$ cat src/rtl/y86_pipe_ctrl.sv
// Hazard-control and status unit for the five-stage Y86-64 pipeline.
// Pipeline-register stall/bubble controls, the architectural status latch and performance counters.
module y86_pipe_ctrl #(
    parameter int unsigned CNT_W      = 32,
    parameter bit          PRED_TAKEN = 1'b1,
    parameter logic [3:0]  RNONE      = 4'hF
) (
    input  logic             clk,
    input  logic             reset,
    input  logic [3:0]       d_icode,
    input  logic [3:0]       d_srcA,
    input  logic [3:0]       d_srcB,
    input  logic [3:0]       e_icode,
    input  logic [3:0]       e_dstM,
    input  logic             e_cnd,
    input  logic [3:0]       m_icode,
    input  logic [2:0]       m_stat,
    input  logic [2:0]       w_stat,
    input  logic             w_valid,
    output logic             f_stall,
    output logic             d_stall,
    output logic             d_bubble,
    output logic             e_bubble,
    output logic             m_bubble,
    output logic             w_stall,
    output logic             set_cc_en,
    output logic [2:0]       stat,
    output logic             halted,
    output logic [CNT_W-1:0] cyc_cnt,
    output logic [CNT_W-1:0] ret_cnt,
    output logic [CNT_W-1:0] bub_cnt
);

    typedef enum logic [3:0] {
        I_MRMOVQ = 4'h5,
        I_OPQ    = 4'h6,
        I_JXX    = 4'h7,
        I_RET    = 4'h9,
        I_POPQ   = 4'hB
    } icode_e;

    typedef enum logic [2:0] {
        S_AOK = 3'd1,
        S_HLT = 3'd2,
        S_ADR = 3'd3,
        S_INS = 3'd4
    } stat_e;

    logic             loaduse;
    logic             retin;
    logic             mispred;
    logic             exc;

    logic [2:0]       stat_q,    stat_d;
    logic             halted_q,  halted_d;
    logic [CNT_W-1:0] cyc_cnt_q, cyc_cnt_d;
    logic [CNT_W-1:0] ret_cnt_q, ret_cnt_d;
    logic [CNT_W-1:0] bub_cnt_q, bub_cnt_d;

    assign loaduse = ((e_icode == I_MRMOVQ) || (e_icode == I_POPQ)) &&
                     (e_dstM != RNONE) &&
                     ((e_dstM == d_srcA) || (e_dstM == d_srcB));
    assign retin   = (d_icode == I_RET) || (e_icode == I_RET) || (m_icode == I_RET);
    assign mispred = (e_icode == I_JXX) && (PRED_TAKEN ? !e_cnd : e_cnd);
    assign exc     = halted_q || (m_stat != S_AOK) || (w_stat != S_AOK);

    // Rules are applied lowest priority first so the halted override lands last.
    always_comb begin
        f_stall   = loaduse || retin;
        d_stall   = loaduse;
        d_bubble  = mispred || (retin && !loaduse);
        e_bubble  = mispred || loaduse;
        m_bubble  = 1'b0;
        w_stall   = 1'b0;
        set_cc_en = (e_icode == I_OPQ);

        if (exc) begin
            m_bubble  = 1'b1;
            set_cc_en = 1'b0;
        end

        if (w_stat != S_AOK) begin
            w_stall = 1'b1;
        end

        if (halted_q) begin
            f_stall   = 1'b1;
            d_stall   = 1'b1;
            w_stall   = 1'b1;
            d_bubble  = 1'b0;
            e_bubble  = 1'b0;
            m_bubble  = 1'b0;
            set_cc_en = 1'b0;
        end
    end

    always_comb begin
        stat_d    = stat_q;
        halted_d  = halted_q;
        cyc_cnt_d = cyc_cnt_q;
        ret_cnt_d = ret_cnt_q;
        bub_cnt_d = bub_cnt_q;

        // First faulting instruction to reach writeback freezes the status until reset.
        if (!halted_q && w_valid && (w_stat != S_AOK)) begin
            stat_d   = w_stat;
            halted_d = 1'b1;
        end

        if (!halted_q) begin
            cyc_cnt_d = cyc_cnt_q + CNT_W'(1);
        end

        if (w_valid && !w_stall) begin
            ret_cnt_d = ret_cnt_q + CNT_W'(1);
        end

        if (!halted_q && (d_bubble || e_bubble || m_bubble)) begin
            bub_cnt_d = bub_cnt_q + CNT_W'(1);
        end
    end

    always_ff @(posedge clk) begin
        if (reset) begin
            stat_q    <= S_AOK;
            halted_q  <= 1'b0;
            cyc_cnt_q <= '0;
            ret_cnt_q <= '0;
            bub_cnt_q <= '0;
        end else begin
            stat_q    <= stat_d;
            halted_q  <= halted_d;
            cyc_cnt_q <= cyc_cnt_d;
            ret_cnt_q <= ret_cnt_d;
            bub_cnt_q <= bub_cnt_d;
        end
    end

    assign stat    = stat_q;
    assign halted  = halted_q;
    assign cyc_cnt = cyc_cnt_q;
    assign ret_cnt = ret_cnt_q;
    assign bub_cnt = bub_cnt_q;

endmodule
$ cat config.mk
export PLATFORM = sky130hd
export DESIGN_NAME = y86_pipe_ctrl
export DESIGN_NICKNAME = d
export VERILOG_FILES = /design/src/rtl/y86_pipe_ctrl.sv
export SDC_FILE = /design/constraint.sdc
export NUM_CORES = 1
export LEC_CHECK = 0
export BUFFER_PORTS_ARGS = -buffer_cell sky130_fd_sc_hd__buf_2
export CAP_MARGIN = 20
export CORE_UTILIZATION = 45
export DETAILED_ROUTE_END_ITERATION = 16
export HOLD_SLACK_MARGIN = 0.1
export PLACE_DENSITY = 0.71
export SYNTH_ARGS = -nofsm -noshare
export SYNTH_HDL_FRONTEND = slang
export SYNTH_SLANG_ARGS = --single-unit
$ cat constraint.sdc
create_clock -name clk -period 2.6 [get_ports clk]
set_clock_uncertainty 0.15 [all_clocks]
set_input_delay 0.39 -clock clk [delete_from_list [all_inputs] [get_ports clk]]
set_output_delay 0.39 -clock clk [all_outputs]
set_load 0.02 [all_outputs]
==> flow_metrics.py <==
metrics = {
    "status": {
        "status": "completed",
    },
    "sta": {
        "fin_setup_tns_ps": 0,
        "period_share": 0.9473,
        "slew_violations": 0,
        "fmax_mhz": 406.0,
        "tightest_slew_ps": 592.3,
        "setup_violations": 0,
        "period_needed_ps": 2463,
        "fin_hold_ws_ps": 131.7,
        "relSlewSlack": 0.6018,
        "finalHoldViolations": 0,
        "rsz0062_at_grt": "no",
    },
    "cells_and_area": {
        "final_cells": 813,
        "final_common_cell": "buf_2",
        "drive_gt1_frac": 0.2703,
        "final_cell_mix": "buf_2, dfxtp_1, nor2_1, xor2_1",
        "nNetsFinal": 709,
        "finish.instance_area_mm2": 0.005774,
        "fillCellCount": 1012,
        "area.growth.synth_to_final_pct": 22.03,
        "antenna_cells": 0,
    },
    "cts": {
        "cts.path.max_buffers": 2,
        "cts_tree": "done",
        "clkLatencyLatePin_ps": 350,
        "cts_max_level": 3,
        "clock-sinks": 100,
        "post-cts-setup-buffers": 0,
        "cts_resized": 0,
        "cts_root_buf": "clkbuf_8",
        "cts_buffers": 9,
        "clk_pin_slew_ps": 90,
    },
    "grt": {
        "grt_max_degree": 54,
        "grt_pass1_wl_um": 18050,
        "grt-ovfl-total": 0,
        "grt_antenna_before_repair": 0,
        "grt_pass1_vias": 3921,
        "grt_util_all_layers": 0.2017,
    },
    "placed_design": {
        "placed_cells": 797,
        "gp_congestion": 0.8126,
        "portBuffers": 140,
        "dpl.hpwl_um": 8149,
        "placed_cell_area_mm2": 0.005580,
    },
    "yosys": {
        "synth_cells": 532,
        "synth_nets": 569,
        "ys_seq_elements": 100,
        "ys_dominant_reg_cell": "dfxtp_1",
        "ys_types": 51,
        "ys_seq_area_frac": 0.4231,
        "synth_warnings": 0,
        "synth_enable_flop_cells": 0,
        "syn_area_mm2": 0.004732,
        "syn_avg_cell_area_um2": 8.895,
        "synthArstFlopShare": 0,
    },
    "floorplan": {
        "dieArea_mm2": 0.01093,
        "start_util": 0.4604,
        "die_width_um": 104.5,
        "io_pins": 141,
        "core-area_mm2": 0.01028,
        "fp.dieH_um": 104.5,
        "rows": 37,
    },
    "setup_path": {
        "worstPathMaxFanout": 9,
        "critical_path_arrival_ps": 1920,
        "worstPathCellList": "nor4b_4, and4bb_4, nor3b_1, buf_2",
        "end_kind": "output pin",
        "cp_slowest_cell": "dfxtp_1",
        "path_class": "reg -> out",
        "cp.required_ps": 2060,
        "critPathLaunchType": "register",
        "critical-path-max-stage-delay_ps": 450,
    },
    "power_and_ir_drop": {
        "vdd_ir_drop_max_v": 0.0002758,
        "total_power_mw": 2.756,
        "leakage_nw": 2.487,
        "power_density_mw_per_mm2": 477.2,
    },
    "detailed_routing": {
        "drt_pass1_iterations": 4,
        "num_vias": 4325,
        "drtAntennaViolNets": 0,
        "viasPerCell": 5.320,
        "first_iter_violations": 175,
        "wl_um": 11130,
        "drc": 0,
        "detail_route.wl_per_cell_um": 13.68,
    },
    "hold_path": {
        "hp-class": "in -> reg",
    },
    "job": {
        "maxCapViolCount": 0,
    },
}
==> power breakdown <==
group	switching [mW]	internal [mW]
registers	0.0190	1.55
clock network	0.520	0.472
logic	0.120	0.0785
==> repair_timing <==
action / CTS / global route
hold buffers: 0 / 0
endpoints found under the setup margin: 0 / 1
endpoints found under the hold margin: 0 / 0
==> kinds of logic (layout without fill, tap and decap cells) <==
| kind of cell | after synthesis | in the layout | synth area share |
|---|---|---|---|
| and+or+nand+nor | 252 | 252 | 0.3009 |
| DFF | 100 | 100 | 0.4231 |
| xor gates and xnor gates | 79 | 79 | 0.1462 |
| AOI/OAI and AO/OA | 65 | 65 | 0.08647 |
| buffers and inverters | 29 | 174 | 0.02697 |
| muxes | 4 | 4 | 0.008461 |
| adders and majority gates | 3 | 3 | 0.007933 |
==> metrics by stage <==
stage	utilization	setup WS, ps
4_1_cts	0.5618	55.81
6_report	0.5618	137.0
5_1_grt	0.5618	11.65
3_3_place_gp	0.5430	300.2
3_5_place_dp	0.5430	225.3
2_1_floorplan	-	246.2
==> synth_stat cells (all sizes together), types with 13 or more instances <==
master,count,area share
xor2,55,0.10
or3,18,0.024
nand3,33,0.038
o21ai,22,0.025
xnor2,24,0.044
a21oi,22,0.024
clkbuf,13,0.010
nand2,32,0.025
and3,13,0.017
nand4,21,0.032
nor2,82,0.066
dfxtp,100,0.42
==> layout make-up <==
| type | count | area [um^2] | area share |
|---|---|---|---|
| clock inverter | 4 | 48.80 | 0.008451 |
| timing repair buffer | 150 | 775.7 | 0.1343 |
| clock buffer | 12 | 145.1 | 0.02514 |
| multi-input combinational | 403 | 2603 | 0.4507 |
| tap | 136 | 170.2 | 0.02947 |
| sequential | 100 | 2002 | 0.3467 |
| inverter | 8 | 30.03 | 0.005200 |
==> state kept, by name (all words and copies together) (netlist names) <==
register / count
halted: 1
cyc_cnt: 32
stat: 3
ret_cnt: 32
bub_cnt: 32
==> worst paths after layout <==
check | from | end | slack [ps] | cells past startpoint
worst max register to register | halted$_SDFFE_PP0P_ | bub_cnt[21]$_SDFFE_PP0P_ | 290 | 7
worst max-delay path | halted$_SDFFE_PP0P_ | set_cc_en | 140 | 4
worst min register to register | bub_cnt[31]$_SDFFE_PP0P_ | bub_cnt[31]$_SDFFE_PP0P_ | 340 | 2
worst min-delay path | w_stat[0] | stat[0]$_SDFFE_PP1P_ | 130 | 2
==> metal layers <==
layer,vias to the layer above,GRT usage,part of all wire
li1,2157,-,-
met1,2032,0.2463,0.45
met2,115,0.3472,0.49
met3,21,0.03493,0.045
met4,0,0.08776,0.021
met5,-,0,0
==> worst max-delay path, delay by kind of cell, from the launching register on <==
kind,cells,cell delay (ps)
buffers and inverters,1,210
AND/OR/NAND/NOR,3,920
flip-flops,1,450
(Power assumes the default switching activity.)
